**src/rtl/req_qos_arbiter.sv**
```systemverilog
// QoS arbiter sharing one SDRAM request port between the CPU (lane 0) and DMA lanes.
// Define QOS_ARB_STARVE_EN to add per-master starvation counters that override urgency.
module req_qos_arbiter #(
  parameter int MASTERS    = 2,
  parameter int STARVE_MAX = 15
) (
  input  logic                    clk,
  input  logic                    rst,
  input  logic [MASTERS-1:0]      m_req_valid,
  output logic [MASTERS-1:0]      m_req_ready,
  input  logic [3*MASTERS-1:0]    m_req_len,
  input  logic [4*MASTERS-1:0]    m_req_mask,
  input  logic [32*MASTERS-1:0]   m_req_addr,
  input  logic [MASTERS-1:0]      m_req_we,
  input  logic [MASTERS-1:0]      m_urgent,
  input  logic [MASTERS-1:0]      m_write_valid,
  input  logic [32*MASTERS-1:0]   m_write_data,
  output logic [MASTERS-1:0]      m_read_valid,
  output logic [32*MASTERS-1:0]   m_read_data,
  input  logic [MASTERS-1:0]      m_read_ack,
  output logic                    req_valid,
  input  logic                    req_ready,
  output logic [2:0]              req_len,
  output logic [3:0]              req_mask,
  output logic [31:0]             req_addr,
  output logic                    req_we,
  output logic                    write_valid,
  output logic [31:0]             write_data,
  input  logic                    read_valid,
  input  logic [31:0]             read_data,
  output logic                    read_ack,
  output logic [MASTERS-1:0]      grant
);

  localparam int IDX_W = (MASTERS > 1) ? $clog2(MASTERS) : 1;

  if (MASTERS < 1 || STARVE_MAX < 1 || STARVE_MAX > 15) begin : g_param_check
    $error("req_qos_arbiter: MASTERS must be >= 1 and STARVE_MAX within 1..15");
  end

  typedef enum logic [1:0] {IDLE, REQ, DATA} state_t;

  state_t             state_q, state_d;
  logic [IDX_W-1:0]   owner_q;
  logic [IDX_W-1:0]   rr_q;
  logic [MASTERS-1:0] grant_q;
  logic [2:0]         len_q;
  logic [2:0]         cnt_q;
  logic               we_q;
  logic               beat;

  logic               win_found;
  logic [IDX_W-1:0]   win_idx;
  logic [2:0]         win_len;
  logic               win_we;

  logic               own_req_valid;
  logic [2:0]         own_len;
  logic [3:0]         own_mask;
  logic [31:0]        own_addr;
  logic               own_we;
  logic               own_write_valid;
  logic [31:0]        own_write_data;
  logic               own_read_ack;

`ifdef QOS_ARB_STARVE_EN
  localparam logic [3:0] STARVE_LIM = 4'(STARVE_MAX);

  logic [3:0] starve_q [MASTERS];

  // Counters move only on an IDLE grant: losers that were waiting age, everyone else clears.
  always_ff @(posedge clk) begin
    if (rst) begin
      // NOTE: this small array is real arbitration state, so it is reset like any
      // register; large data memories would normally be left unreset.
      for (int i = 0; i < MASTERS; i++) starve_q[i] <= '0;
    end else if (state_q == IDLE && win_found) begin
      for (int i = 0; i < MASTERS; i++) begin
        if (IDX_W'(i) == win_idx || !m_req_valid[i]) starve_q[i] <= '0;
        else if (starve_q[i] != 4'hF)               starve_q[i] <= starve_q[i] + 4'd1;
      end
    end
  end
`endif

  // Winner: starved (optional) > urgent > round-robin from the lane after the last owner.
  always_comb begin
    win_found = 1'b0;
    win_idx   = '0;
    win_len   = '0;
    win_we    = 1'b0;
`ifdef QOS_ARB_STARVE_EN
    for (int i = 0; i < MASTERS; i++)
      if (!win_found && m_req_valid[i] && starve_q[i] >= STARVE_LIM) begin
        win_found = 1'b1;
        win_idx   = IDX_W'(i);
      end
`endif
    for (int i = 0; i < MASTERS; i++)
      if (!win_found && m_req_valid[i] && m_urgent[i]) begin
        win_found = 1'b1;
        win_idx   = IDX_W'(i);
      end
    for (int i = 0; i < MASTERS; i++)
      if (!win_found && m_req_valid[i] && IDX_W'(i) > rr_q) begin
        win_found = 1'b1;
        win_idx   = IDX_W'(i);
      end
    for (int i = 0; i < MASTERS; i++)
      if (!win_found && m_req_valid[i] && IDX_W'(i) <= rr_q) begin
        win_found = 1'b1;
        win_idx   = IDX_W'(i);
      end
    for (int i = 0; i < MASTERS; i++)
      if (win_idx == IDX_W'(i)) begin
        win_len = m_req_len[3*i +: 3];
        win_we  = m_req_we[i];
      end
  end

  // Owner lane selection; every field defaults to 0 so nothing latches.
  always_comb begin
    // NOTE: every signal written in a combinational block gets a default first;
    // a path that skips an assignment would otherwise infer a latch.
    own_req_valid   = 1'b0;
    own_len         = '0;
    own_mask        = '0;
    own_addr        = '0;
    own_we          = 1'b0;
    own_write_valid = 1'b0;
    own_write_data  = '0;
    own_read_ack    = 1'b0;
    for (int i = 0; i < MASTERS; i++)
      if (owner_q == IDX_W'(i)) begin
        own_req_valid   = m_req_valid[i];
        own_len         = m_req_len[3*i +: 3];
        own_mask        = m_req_mask[4*i +: 4];
        own_addr        = m_req_addr[32*i +: 32];
        own_we          = m_req_we[i];
        own_write_valid = m_write_valid[i];
        own_write_data  = m_write_data[32*i +: 32];
        own_read_ack    = m_read_ack[i];
      end
  end

  always_comb begin
    state_d      = state_q;
    m_req_ready  = '0;
    m_read_valid = '0;
    req_valid    = 1'b0;
    req_len      = '0;
    req_mask     = '0;
    req_addr     = '0;
    req_we       = 1'b0;
    write_valid  = 1'b0;
    write_data   = '0;
    read_ack     = 1'b0;
    beat         = 1'b0;
    case (state_q)
      IDLE: if (win_found) state_d = REQ;
      REQ: begin
        req_valid   = own_req_valid;
        req_len     = own_len;
        req_mask    = own_mask;
        req_addr    = own_addr;
        req_we      = own_we;
        m_req_ready = grant_q & {MASTERS{req_ready}};
        if (own_req_valid && req_ready) state_d = DATA;
      end
      DATA: begin
        if (we_q) begin
          write_valid = own_write_valid;
          write_data  = own_write_data;
          beat        = own_write_valid;
        end else begin
          m_read_valid = grant_q & {MASTERS{read_valid}};
          read_ack     = own_read_ack;
          beat         = read_valid && own_read_ack;
        end
        if (beat && cnt_q == 3'd0) state_d = IDLE;
      end
      default: state_d = IDLE;
    endcase
  end

  always_ff @(posedge clk) begin
    if (rst) begin
      // NOTE: sequential state uses non-blocking assignments so every register
      // samples the pre-edge values regardless of statement order.
      state_q <= IDLE;
      owner_q <= '0;
      rr_q    <= IDX_W'(MASTERS - 1);
      grant_q <= '0;
      len_q   <= '0;
      cnt_q   <= '0;
      we_q    <= 1'b0;
    end else begin
      state_q <= state_d;
      case (state_q)
        IDLE: if (win_found) begin
          owner_q <= win_idx;
          grant_q <= MASTERS'(1) << win_idx;
          len_q   <= win_len;
          we_q    <= win_we;
        end
        REQ: if (own_req_valid && req_ready) begin
          cnt_q <= len_q;
          rr_q  <= owner_q;
        end
        DATA: if (beat) begin
          if (cnt_q == 3'd0) grant_q <= '0;
          else               cnt_q   <= cnt_q - 3'd1;
        end
        default: ;
      endcase
    end
  end

  assign grant       = grant_q;
  assign m_read_data = {MASTERS{read_data}};

endmodule

```
**config.mk**
```make
export PLATFORM = sky130hd
export DESIGN_NAME = req_qos_arbiter
export DESIGN_NICKNAME = d
export VERILOG_FILES = /design/src/rtl/req_qos_arbiter.sv
export SDC_FILE = /design/constraint.sdc
export NUM_CORES = 1
export LEC_CHECK = 0
export BUFFER_PORTS_ARGS = -buffer_cell sky130_fd_sc_hd__clkbuf_2
export CORE_AREA = 2 2 128 130
export CTS_CLUSTER_DIAMETER = 60
export DETAILED_ROUTE_END_ITERATION = 12
export DIE_AREA = 0 0 130 132
export HOLD_SLACK_MARGIN = 0.1
export PLACE_DENSITY = 0.51
export SKIP_CTS_REPAIR_TIMING = 1
export SKIP_LAST_GASP = 1
export SLEW_MARGIN = 20
export SYNTH_ARGS = -nofsm -noshare
export SYNTH_HDL_FRONTEND = slang
export SYNTH_SLANG_ARGS = --single-unit
```
**constraint.sdc**
```tcl
create_clock -name clk -period 1.9 [get_ports clk]
set_input_delay 0.38 -clock clk [delete_from_list [all_inputs] [get_ports clk]]
set_output_delay 0.38 -clock clk [all_outputs]
set_load 0.01 [all_outputs]
```
==> metrics.csv <==
stage,metric,value,unit
outcome,status,"complete, no violations",
power,Logic pwr share,0.500,
critical_path,crit path cell chain,"buf_12, mux2_2, and2_1, clkbuf_2",
cells_and_area,n_diodes,0,
die,Core Area,0.0157,mm²
critical_path,"Max FO, Critical Path",6,
grt,largest net degree at the start of global routing,42,
power,leak pwr,1.76,nW
critical_path,Crit. End Element,output pin,
synthesis,Synth Register Bits,13,
synthesis,Yosys cell types,38,
sta,Worst-Margin Slew,0.524,ns
grt,GRT Total Usage,0.111,
critical_path,CP required,1.52,ns
power,worst vdd ir,0.000210,V
power,Clk pwr share,0.275,
clock_tree,Sink Count,13,
critical_path,Max stage delay on crit path,0.44,ns
die,chip height,132,µm
sta,Final min period,1.86,ns
power,Switching Share,0.352,
drt,Top Layer Used,met5,
synthesis,top-count cell post-synth,nor2_1,
placed_design,Post-DP HPWL,9390,µm
synthesis,Post-synth EDFFs,0,
grt,first-pass GRT wire length,14700,µm
drt,remaining antenna violation count,0,
die,Starting Density,0.152,
cells_and_area,layout cell share with drive strength beyond 1,0.544,
synthesis,post-synthesis instance total,322,
cells_and_area,Area growth syn-to-layout,50.6,%
die,die width,130,µm
sta,Final Hold Viols,0,
sta,setup_tns,0,ns
drt,met3 WL,1270,µm
sta,Final setup viols,0,
synthesis,sequential share of the synthesized area,0.109,
drt,wl on met1,3930,µm
power,register share of total power,0.225,
drt,metal2 WL,5490,µm
drt,initial drt markers,112,
cells_and_area,fin util,0.228,
placed_design,Post-Place Cells,699,
drt,wire per inst,15.3,µm
power,internal cell power,0.944,mW
cells_and_area,design area,0.00359,mm²
synthesis,Mapped Nets,512,
placed_design,DP Worst Slack,0.0958,ns
critical_path,Startpoint Class,flip-flop,
sta,period utilization,0.979,
power,Final Power,1.46,mW
critical_path,CP max-delay cell,dfxtp_4,
placed_design,Final GP Congestion,0.774,
critical_path,crit path launch,owner_q,
die,Std-Cell Rows,46,
clock_tree,Clock Latency Late Sink,0.25,ns
power,switching power total,0.513,mW
critical_path,FF-to-FF setup slack,0.17,ns
placed_design,placed cell area,0.00336,mm²
synthesis,Mapped Avg Cell Area,7.39,µm²
sta,Max-Slew Margin vs Limit,0.647,
synthesis,Yosys top cell area share,0.311,
grt,antenna violations before repair,2,
drt,vias after detailed routing,2816,
min_path,worst hold start,m_req_len[3],
clock_tree,CTS tree,done,
drt,# DRC,0,
placed_design,input/output buffers,236,
clock_tree,# H-tree levels,1,
clock_tree,Longest Clk Path Bufs,2,
synthesis,Post-synth ARST share,0,
synthesis,Post-Syn Area,0.00238,mm²
synthesis,"area leader, netlist",mux2i_1,
sta,max-slew violation count,0,
cells_and_area,Final nets,682,
synthesis,synth top area cells,"mux2i_1, buf_4, nor2_1, dfxtp_1, o21ai_0",
drt,final wirelength,10800,µm
cells_and_area,Finished Layout Cells,707,
min_path,hold crit path type,in2reg,
min_path,Worst Hold Depth,3,
power,pwr/cell area,406,mW/mm²
drt,vias per inst,3.98,
die,IO Pins,333,
drt,TritonRoute pass-1 iters,4,
synthesis,top_reg_cell synth,dfxtp_1,
synthesis,warning count from the yosys run,0,
critical_path,Worst EP arrival,1.48,ns
die,die area,0.0172,mm²
sta,Hold WS,0.419,ns
clock_tree,clk slew on worst S/H paths,0.05,ns
grt,grt ovf,0,
cells_and_area,fillers,1769,
sta,Fmax,538,MHz
critical_path,WS Path Type,reg2out,
critical_path,reg2reg start,owner_q,
synthesis,"top cells by count, synth","nor2_1, mux2i_1, buf_4, dfxtp_1, o21ai_0",
run,number of max-cap violations,0,
sta,Worst Skew,0.00468,ns
grt,vias in the first global route,2493,
critical_path,worst reg2reg path depth,5,
clock_tree,CTS Buf Count,3,
min_path,endpoint of the worst hold path,len_q[0],
clock_tree,Clock Tree Root,clkbuf_16,
cells_and_area,area occupied by multi-input gates,0.00158,mm²
cells_and_area,FF/Latch Area,265,µm²
critical_path,R2R Path End,cnt_q[2],
sta,slack of the critical path,0.0404,ns
-- state kept, by name, indices dropped and copies added, names as in the netlist --
name,flops
we_q,1
rr_q,1
state_q,2
len_q,3
owner_q,1
grant,2
cnt_q,3
-- critical path, delay by kind of cell, from the launching register on --
family | cells | cell delay, ns
multiplexers | 1 | 0.37
flip-flops | 1 | 0.44
buffers and inverters | 2 | 0.25
AND/OR/NAND/NOR | 1 | 0.17
-- cells in the final DEF, fill, tap and decap left out, types with 2 or more instances in the layout --
cell,Yosys,routed
dfxtp_1,13,11
a311oi_1,4,4
clkbuf_2,0,236
mux2i_4,0,3
o311ai_0,2,2
buf_4,65,5
ha_1,2,2
o21bai_1,2,2
inv_1,5,5
nand2_1,6,6
buf_16,0,2
mux2i_2,0,4
a2111o_1,2,2
clkbuf_16,0,4
and3_1,5,5
nor2b_1,2,2
nor2_1,80,80
buf_12,0,3
a31oi_1,2,2
a21oi_1,4,4
and2_1,2,2
nand3_1,6,6
mux2_4,2,2
o21ai_0,10,10
mux2i_1,74,67
-- worst max path at each step --
stage                           to  slack [ns]  depth (start not counted)
floorplan           write_data[10]        0.35                          5
global placement      req_addr[22]        0.10                          4
detailed placement    req_addr[18]         0.1                          4
CTS                   req_addr[18]       -0.17                          4
global route        write_data[10]      -0.007                          4
finish                    read_ack        0.04                          4
-- cell type report --
cell class	instances	area share
well taps	216	0.0754
inverters	5	0.00523
repair buffers	248	0.382
flip-flops and latches	13	0.0740
clock buffers	4	0.0220
multi-input cells	221	0.441
-- power groups by stage --
| stage | sequential [mW] | clock (mW) | combinational [mW] |
|---|---|---|---|
| after global routing | 0.331 | 0.419 | 0.799 |
| final | 0.328 | 0.400 | 0.728 |
| after floorplan | 0.316 | 0 | 0.494 |
| after detailed placement | 0.332 | 0 | 0.695 |
| after global placement | 0.332 | 0 | 0.693 |
| after CTS | 0.327 | 0.409 | 0.697 |
-- routing by layer --
metal / GRT usage / up-vias
met4: 0.0233 / 4
met2: 0.211 / 210
li1: - / 1380
met1: 0.116 / 1206
met3: 0.0394 / 16
met5: 0 / -
-- cell families (layout without fill, tap and decap cells) --
logic type,count (synthesis),in the layout,share of synthesized area
fa+ha+maj,2,2,0.0105
simple gates,109,109,0.195
flops,13,13,0.109
compound gates,33,33,0.107
buf+inv,88,257,0.249
mux,77,77,0.328
Power figures use the tool's default switching activity.
